## config.mk

```make
export PLATFORM = sky130hd
export DESIGN_NAME = snake_move_scheduler_flat
export DESIGN_NICKNAME = d
export VERILOG_FILES = /design/src/rtl/snake_move_scheduler_if.sv /design/src/rtl/snake_move_scheduler.sv /design/src/flat_wrapper.sv
export SDC_FILE = /design/constraint.sdc
export NUM_CORES = 1
export LEC_CHECK = 0
export ABC_AREA = 1
export ABC_CLOCK_PERIOD_IN_PS = 5930
export CAP_MARGIN = 5
export CORE_MARGIN = 1
export CORE_UTILIZATION = 30
export CTS_CLUSTER_DIAMETER = 150
export DETAILED_ROUTE_END_ITERATION = 7
export DONT_BUFFER_PORTS = 1
export PLACE_DENSITY = 0.51
export REMOVE_ABC_BUFFERS = 1
export SKIP_CTS_REPAIR_TIMING = 1
export SYNTH_ARGS = -nofsm -noshare
export SYNTH_HDL_FRONTEND = slang
export SYNTH_SLANG_ARGS = --single-unit
```

## constraint.sdc

```tcl
create_clock -name clk -period 5.93 [get_ports clk]
set_input_delay 1.186 -clock clk [delete_from_list [all_inputs] [get_ports clk]]
set_output_delay 1.186 -clock clk [all_outputs]
set_load 0.1 [all_outputs]
```

## src/rtl/snake_move_scheduler_if.sv

```systemverilog
// Signal bundle between the snake move scheduler and its neighbours:
// key debouncers, game control FSM and the snake body/collision datapath.
interface snake_move_scheduler_if;
    // All inputs are single-cycle pulses or levels sampled on clk; outputs are registered.
    logic       key1_press;
    logic       key2_press;
    logic       key3_press;
    logic       key4_press;
    logic [1:0] game_status;
    logic       restart;
    logic       apple_eaten;
    logic       move_tick;
    logic [1:0] dir;
    logic [3:0] speed_level;
    logic       turn_q_full;

    modport master (
        output key1_press, key2_press, key3_press, key4_press,
        output game_status, restart, apple_eaten,
        input  move_tick, dir, speed_level, turn_q_full
    );

    modport slave (
        input  key1_press, key2_press, key3_press, key4_press,
        input  game_status, restart, apple_eaten,
        output move_tick, dir, speed_level, turn_q_full
    );
endinterface

```

## src/rtl/snake_move_scheduler.sv

```systemverilog
// Move pacing and steering for the snake: periodic move_tick, 2-deep turn queue
// feeding the heading, and an apple-driven speed level that shortens the period.
module snake_move_scheduler #(
    parameter int unsigned BASE_PERIOD = 12_500_000,
    parameter int unsigned STEP_PERIOD = 1_000_000,
    parameter int unsigned MAX_LEVEL   = 10,
    parameter int unsigned LEVEL_EVERY = 4
) (
    input logic                   clk,
    input logic                   rst,
    snake_move_scheduler_if.slave bus
);
    localparam logic [1:0]  ST_START = 2'b01;
    localparam logic [1:0]  ST_PLAY  = 2'b10;
    localparam logic [31:0] BASE_P   = BASE_PERIOD;
    localparam logic [31:0] STEP_P   = STEP_PERIOD;
    localparam logic [31:0] LEVEL_M1 = LEVEL_EVERY - 1;
    localparam logic [3:0]  MAX_L    = 4'(MAX_LEVEL);

    logic        r_tick;
    logic [1:0]  r_dir;
    logic [3:0]  r_level;
    logic [1:0]  r_q0;
    logic [1:0]  r_q1;
    logic [1:0]  r_qcnt;
    logic        r_full;
    logic [31:0] r_cnt;
    logic [31:0] r_apples;

    logic        w_play;
    logic        w_keys_ok;
    logic [31:0] w_period_m1;
    logic        w_pop;
    logic        w_req_valid;
    logic [1:0]  w_req_dir;
    logic [1:0]  w_ref;
    logic        w_turn_ok;
    logic        w_push;
    logic [1:0]  w_dir_n;
    logic [1:0]  w_q0_n;
    logic [1:0]  w_q1_n;
    logic [1:0]  w_qcnt_n;
    logic [31:0] w_cnt_n;
    logic [3:0]  w_level_n;
    logic [31:0] w_apples_n;

    assign w_play      = (bus.game_status == ST_PLAY);
    assign w_keys_ok   = (bus.game_status == ST_START) || w_play;
    assign w_period_m1 = BASE_P - (32'(r_level) * STEP_P) - 32'd1;
    // >= rather than == so a period that shrinks below the running count still fires.
    assign w_pop       = w_play && (r_cnt >= w_period_m1);

    always_comb begin
        w_req_valid = w_keys_ok;
        w_req_dir   = 2'b00;
        if (bus.key1_press) begin
            w_req_dir = 2'b00;
        end else if (bus.key2_press) begin
            w_req_dir = 2'b01;
        end else if (bus.key3_press) begin
            w_req_dir = 2'b10;
        end else if (bus.key4_press) begin
            w_req_dir = 2'b11;
        end else begin
            w_req_valid = 1'b0;
        end
    end

    // A turn is legal only onto the other axis: same or opposite heading share bit 1.
    assign w_ref     = (r_qcnt == 2'd0) ? r_dir : ((r_qcnt == 2'd1) ? r_q0 : r_q1);
    assign w_turn_ok = w_req_valid && (w_req_dir[1] != w_ref[1]);
    assign w_push    = w_turn_ok && ((r_qcnt != 2'd2) || w_pop);

    always_comb begin
        w_dir_n  = r_dir;
        w_q0_n   = r_q0;
        w_q1_n   = r_q1;
        w_qcnt_n = r_qcnt;
        if (w_pop && (r_qcnt != 2'd0)) begin
            w_dir_n  = r_q0;
            w_q0_n   = r_q1;
            w_qcnt_n = r_qcnt - 2'd1;
        end
        if (w_push) begin
            if (w_qcnt_n == 2'd0) begin
                w_q0_n = w_req_dir;
            end else begin
                w_q1_n = w_req_dir;
            end
            w_qcnt_n = w_qcnt_n + 2'd1;
        end
    end

    always_comb begin
        w_cnt_n = r_cnt;
        if (w_pop) begin
            w_cnt_n = 32'd0;
        end else if (w_play) begin
            w_cnt_n = r_cnt + 32'd1;
        end
    end

    always_comb begin
        w_level_n  = r_level;
        w_apples_n = r_apples;
        if (w_play && bus.apple_eaten) begin
            if (r_apples >= LEVEL_M1) begin
                w_apples_n = 32'd0;
                if (r_level < MAX_L) begin
                    w_level_n = r_level + 4'd1;
                end
            end else begin
                w_apples_n = r_apples + 32'd1;
            end
        end
    end

    always_ff @(posedge clk or negedge rst) begin
        if (!rst) begin
            r_tick   <= 1'b0;
            r_dir    <= 2'b11;
            r_level  <= 4'd0;
            r_q0     <= 2'b00;
            r_q1     <= 2'b00;
            r_qcnt   <= 2'd0;
            r_full   <= 1'b0;
            r_cnt    <= 32'd0;
            r_apples <= 32'd0;
        end else if (!bus.restart) begin
            r_tick   <= 1'b0;
            r_dir    <= 2'b11;
            r_level  <= 4'd0;
            r_q0     <= 2'b00;
            r_q1     <= 2'b00;
            r_qcnt   <= 2'd0;
            r_full   <= 1'b0;
            r_cnt    <= 32'd0;
            r_apples <= 32'd0;
        end else begin
            r_tick   <= w_pop;
            r_dir    <= w_dir_n;
            r_level  <= w_level_n;
            r_q0     <= w_q0_n;
            r_q1     <= w_q1_n;
            r_qcnt   <= w_qcnt_n;
            r_full   <= (w_qcnt_n == 2'd2);
            r_cnt    <= w_cnt_n;
            r_apples <= w_apples_n;
        end
    end

    assign bus.move_tick   = r_tick;
    assign bus.dir         = r_dir;
    assign bus.speed_level = r_level;
    assign bus.turn_q_full = r_full;
endmodule

```

## src/flat_wrapper.sv

```systemverilog
// flat-port wrapper written by rule: the top's interface ports become plain ports
module snake_move_scheduler_flat 
#(
    parameter int unsigned BASE_PERIOD = 12_500_000,
    parameter int unsigned STEP_PERIOD = 1_000_000,
    parameter int unsigned MAX_LEVEL   = 10,
    parameter int unsigned LEVEL_EVERY = 4
)
  (clk, rst, bus_key1_press, bus_key2_press, bus_key3_press, bus_key4_press, bus_game_status, bus_restart, bus_apple_eaten, bus_move_tick, bus_dir, bus_speed_level, bus_turn_q_full);
  snake_move_scheduler_if bus_i ();
  input logic clk;
  input logic rst;
  input wire logic [$bits(bus_i.key1_press)-1:0] bus_key1_press;
  input wire logic [$bits(bus_i.key2_press)-1:0] bus_key2_press;
  input wire logic [$bits(bus_i.key3_press)-1:0] bus_key3_press;
  input wire logic [$bits(bus_i.key4_press)-1:0] bus_key4_press;
  input wire logic [$bits(bus_i.game_status)-1:0] bus_game_status;
  input wire logic [$bits(bus_i.restart)-1:0] bus_restart;
  input wire logic [$bits(bus_i.apple_eaten)-1:0] bus_apple_eaten;
  output wire logic [$bits(bus_i.move_tick)-1:0] bus_move_tick;
  output wire logic [$bits(bus_i.dir)-1:0] bus_dir;
  output wire logic [$bits(bus_i.speed_level)-1:0] bus_speed_level;
  output wire logic [$bits(bus_i.turn_q_full)-1:0] bus_turn_q_full;
  assign bus_i.key1_press = bus_key1_press;
  assign bus_i.key2_press = bus_key2_press;
  assign bus_i.key3_press = bus_key3_press;
  assign bus_i.key4_press = bus_key4_press;
  assign bus_i.game_status = bus_game_status;
  assign bus_i.restart = bus_restart;
  assign bus_i.apple_eaten = bus_apple_eaten;
  assign bus_move_tick = bus_i.move_tick;
  assign bus_dir = bus_i.dir;
  assign bus_speed_level = bus_i.speed_level;
  assign bus_turn_q_full = bus_i.turn_q_full;
  snake_move_scheduler #(.BASE_PERIOD(BASE_PERIOD), .STEP_PERIOD(STEP_PERIOD), .MAX_LEVEL(MAX_LEVEL), .LEVEL_EVERY(LEVEL_EVERY)) u_core (.clk(clk), .rst(rst), .bus(bus_i));
endmodule
```

# Word-level counts from Yosys, hierarchy flattened
# Cells that the tools add are included.
# word_totals
elab_cells	79
output_inout_bits	8
inputBits	10
regBits	78
# op_classes
n_eq_ne	13
n_addsub	7
n_reduce_logical	12
mux	34
mul	1
order_cmp	3
# op_table
cell	count
$mux W32	6
$add A32 B1 Y32 const B	2
$mux W2	18
$ge A32 B2 Y1 const B	1
$ge A32 B32 Y1	1
$sub A32 B1 Y32 const B	1
$sub A24 B24 Y25 const A	1
$mul A4 B14 Y18 const B	1
$mux W4	4
$ne A2 B1 Y1 const B	5
$mux W1	6
$logic_and A1 B1 Y1	5
$add A4 B1 Y4 const B	1
$eq A2 B1 Y1 const B	2
$eq A2 B2 Y1 const B	2
$logic_not A2 Y1	2
$lt A4 B4 Y1 const B	1
$ne A2 B2 Y1 const B	2
$ne A3 B1 Y1 const B	1
$reduce_and A3 Y1	1
$add A2 B1 Y2 const B	1
$logic_or A1 B1 Y1	2
$reduce_and A2 Y1	1
$reduce_bool A2 Y1	1
other kinds (2)	2

# Logic depth before layout (Yosys ltp)
# depth
ltp_word	11
depth_mapped	33

# Worst setup path before layout
# No wires, ideal clock.
# synth_timing
kind	reg2reg
start	register u_core.r_level[1], in the netlist u_core.bus.speed_level[1]
end	register u_core.r_full, in the netlist u_core.bus.turn_q_full
synth_period_minus_slack_ns	5.676
stages_incl_launch_ff	31
path_buffers	0
arrival_time_ns	5.562
setup_ns	0.115
slack_ns	0.254
cell_sequence	dfrtp_1 inv_1 ha_1 fa_1 inv_1 fa_1 o21ai_0 xnor2_1 inv_1 nand4_1 o21ai_0 nand2_1 ha_1 nand2_1 nor2_1 nand2_1 nor2_1 nand2_1 nand2_1 nor2_1 nand2_2 nand3_2 nand2_1 nand2_1 ha_1 inv_1 nand3_1 nand2_1 inv_1 nand2_1 nor2_1
# synth_via
elab_chain_len	11
elab_cells_between_ends	13
classes_between	3 x add/sub; 1 x mul; 1 x order compare; 1 x eq/ne; 3 x mux; 4 x reduce/logical
# synth_rtl
item	line	text
start, declared	snake_move_scheduler.sv:22	logic [3:0] r_level;
start signal, assigned	snake_move_scheduler.sv:142	r_level <= w_level_n;
$mul A4 B14 Y18 (*)	snake_move_scheduler.sv:49	assign w_period_m1 = BASE_P - (32'(r_level) * STEP_P) - 32'd1;
$sub A24 B24 Y25 (*)	snake_move_scheduler.sv:49	
$sub A32 B1 Y32 (*)	snake_move_scheduler.sv:49	
$ge A32 B32 Y1 (*)	snake_move_scheduler.sv:51	assign w_pop = w_play && (r_cnt >= w_period_m1);
$logic_and A1 B1 Y1 (*)	snake_move_scheduler.sv:51	
$logic_and A1 B1 Y1	snake_move_scheduler.sv:79	if (w_pop && (r_qcnt != 2'd0)) begin
$mux W2	snake_move_scheduler.sv:79	
$add A2 B1 Y2	snake_move_scheduler.sv:90	w_qcnt_n = w_qcnt_n + 2'd1;
$mux W2 (*)	snake_move_scheduler.sv:84	if (w_push) begin
$eq A2 B2 Y1 (*)	snake_move_scheduler.sv:146	r_full <= (w_qcnt_n == 2'd2);
$mux W1 (*)	snake_move_scheduler.sv:129	end else if (!bus.restart) begin
end signal, assigned	snake_move_scheduler.sv:146	
end, declared	snake_move_scheduler.sv:26	logic r_full;
# Every way passes the cells marked *; elsewhere a longest branch is shown, timed or not.
# A chain may end at the register's enable or synchronous reset.

# Worst setup path in the final report
# Same ends and word-level chain as after synthesis.

==> metrics.txt <==
max-cap violation count=0; post-DP HPWL=9300 um; htree depth=3; final WL=approximately 12000 um; Worst EP arrival=5.54 ns; Routed met2 length=between 5000 and 6000 um; Worst path max stage delay=0.53 ns; Setup Skew=between 0.01 and 0.015 ns; VDD IR max=around 0.00017 V; CORE AREA=approximately 17000 um^2; Tcrit/Tclk final=about nine tenths; # rows=48; 1st-pass router iterations=4; post-synthesis cell area=5390 um^2; sequential share of the synthesized area=between 30% and 40%; worst skew pair latency=~0.35 ns; Die W=roughly 140 um; CP dominant cell by count=nand2_1; cts bufs inserted=9; Post-Synth XOR/XNOR Area=4.87%; adder-cell share of the synthesized area=between 10% and 20%; final-report setup violation count=0; Max-slew headroom=35.0%; area fraction in compound gates after synthesis=under 10%; sum of negative setup slack=0 ns; Met1 Routed Length=approximately 6200 um; CTS sink count=78; largest net degree at the start of global routing=79; vias per inst=4.60; Die Y=136 um; top sig layer=met4; Final Critical Period=between 5 and 6 ns; drt drc=0; Slew Limit Fails=0; Initial Utilization=between 30 and 40%; final net count=around 780; Fin. Hold Viols=0; maximum fanout along the worst path=10; Worst-path clk slew=roughly 0.06 ns; HP Class=flop to flop; Distinct cells, synth=38; vias in the first global route=4271; WL met3=a little over 400 um; Root Driver=clkbuf_16; CP max stage cell=fa_1; initial antenna violation count=0; outcome=finished clean; CP Capture Type=flop; RSZ-0062 raised after global routing=no; post-synthesis mux area share=0%; CTS tree=yes; Worst-Margin Slew=0.974 ns; final design utilization=between 30% and 40%; die area=between 15000 and 20000 um^2; CP required=~6.2 ns; Synth Area in Simple Gates=between 20% and 30%; Vias=approximately 4300; GP Congestion=roughly 0.83; Longest Clk Path Bufs=2; port bufs=0; DR WL/cell=13.2 um; Antenna Nets Post-Route=0; syn_area_per_cell=approximately 7.7 um^2; grt ovf=0; Setup crit start kind=flop; GR Util All Layers=14.7%; Inserted Diodes=0; LEAKAGE=2.90 nW; Yosys reg bits=78; largest family of logic cells by synthesized area=simple AND/OR/NAND/NOR gates; Ys Warns=0; Ports=18; pwr dens=318 nW/um^2; global-route wire length before repair=approximately 21000 um; share of cells above drive strength 1=between 7 and 8%; synth-to-layout area growth=11.0%; f_max=0.188 GHz; initial detailed-routing violation count=210; crit path kind=flop to flop; Post-Synthesis Cells=between 700 and 800
==> cell type report <==
cell class / instances / area [um^2]
multi-input combinational: 501 / 2970
timing repair buffer: 6 / 45.0
fill: 1882 / 11400
clock inverter: 5 / 63.8
inverter: 114 / 428
clock buffer: 11 / 243
tap: 225 / 282
sequential: 78 / 1960
==> final timing paths <==
check / from / endpoint / slack, ns / cells past startpoint
max: u_core.bus.speed_level[1] / u_core.bus.turn_q_full / 0.62 / 30
min: u_core.r_apples[0] / u_core.r_apples[0] / 0.48 / 1
max reg2reg: u_core.bus.speed_level[1] / u_core.bus.turn_q_full / 0.62 / 30
min reg2reg: u_core.r_apples[0] / u_core.r_apples[0] / 0.48 / 1
max in group asynchronous: rst / u_core.bus.dir[0] / 5.18 / 0
min in group asynchronous: rst / u_core.r_cnt[22] / 0.52 / 0
==> flip-flops by register name, indices dropped and copies added (netlist names) <==
| name | cells |
|---|---|
| u_core.r_apples | 32 |
| u_core.r_cnt | 32 |
| u_core.bus.speed_level | 4 |
| u_core.bus.dir | 2 |
| u_core.r_q0 | 2 |
| u_core.r_q1 | 2 |
| u_core.r_qcnt | 2 |
| u_core.bus.move_tick | 1 |
| u_core.bus.turn_q_full | 1 |
==> Yosys cell counts (all sizes together) <==
| cell | number | area (um^2) |
|---|---|---|
| clkbuf | 7 | 26.3 |
| or3 | 1 | 6.26 |
| xnor2 | 7 | 61.3 |
| o21ai | 28 | 140 |
| clkinv | 1 | 3.75 |
| a22o | 2 | 17.5 |
| nor3 | 18 | 111 |
| nand4 | 17 | 113 |
| inv | 113 | 424 |
| a22oi | 2 | 15.0 |
| a211oi | 1 | 7.51 |
| dfstp | 2 | 52.6 |
| nor2 | 80 | 325 |
| nand3b | 1 | 7.51 |
| xor2 | 23 | 201 |
| o21a | 1 | 7.51 |
| fa | 5 | 100 |
| o211ai | 3 | 22.5 |
| dfrtp | 76 | 1900 |
| ha | 54 | 676 |
| buf | 3 | 15.0 |
| nand3 | 47 | 240 |
| nor4 | 3 | 18.8 |
| o22ai | 14 | 87.6 |
| nor3b | 1 | 7.51 |
| nand2 | 160 | 626 |
| a31oi | 3 | 18.8 |
| o41ai | 1 | 8.76 |
| or2 | 4 | 25.0 |
| a21oi | 25 | 125 |
==> layer usage <==
metal | global-route usage (%) | up-vias
li1 | - | 2296
met1 | 19.2 | 1954
met2 | 23.2 | 62
met3 | 3.47 | 14
met4 | 5.74 | 0
met5 | 0 | -
==> layout by cell type (no fill, tap or decap), types with 4 or more instances in the layout <==
master and n:
fa_1 5, nand2_2 10, nand2_1 150, xor2_1 23
nor2_1 74, xnor2_1 7, a21oi_1 25, o22ai_1 14
nor2_2 4, inv_1 110, or2_2 4, nand4_1 16
dfrtp_1 75, nand3_1 46, nor3_1 15, o21ai_0 28
ha_1 54, clkbuf_16 9, buf_4 6
==> through the flow <==
stage                     worst slack (ns)  total power, mW  instance area (um^2)  instances  hold WS [ns]
after floorplan                      0.254             1.19                  5350        693         0.446
after global routing                0.0243             2.04                  5990        940         0.491
after detailed placement             0.478             1.34                  5680        924         0.475
final                                0.623             1.90                  5990        940         0.477
after CTS                            0.454             1.93                  5980        940         0.482
after global placement               0.630             1.35                  5680        924         0.472
==> where the power goes <==
group          total, mW  internal, mW  switching (mW)
Clock              0.578         0.342           0.236
Combinational      0.683         0.244           0.439
Sequential         0.642         0.564          0.0776
Total               1.90          1.15           0.752
==> critical path: cells and delay by family, from the launching register on <==
family,cells,cell delay (ns)
AOI/OAI and AO/OA,2,0.53
xor gates and xnor gates,1,0.09
adders and majority gates,5,1.99
buffers and inverters,5,0.41
DFF,1,0.47
and+or+nand+nor,17,1.67
==> logic make-up (layout without fill, tap and decap cells) <==
| family | after synthesis | after routing |
|---|---|---|
| AND/OR/NAND/NOR | 332 | 332 |
| buffers and inverters | 124 | 136 |
| AO/OA/AOI/OAI | 80 | 80 |
| flip-flops | 78 | 78 |
| adder cells (fa/ha/maj) | 59 | 59 |
| XOR/XNOR | 30 | 30 |
(Power assumes the default switching activity.)
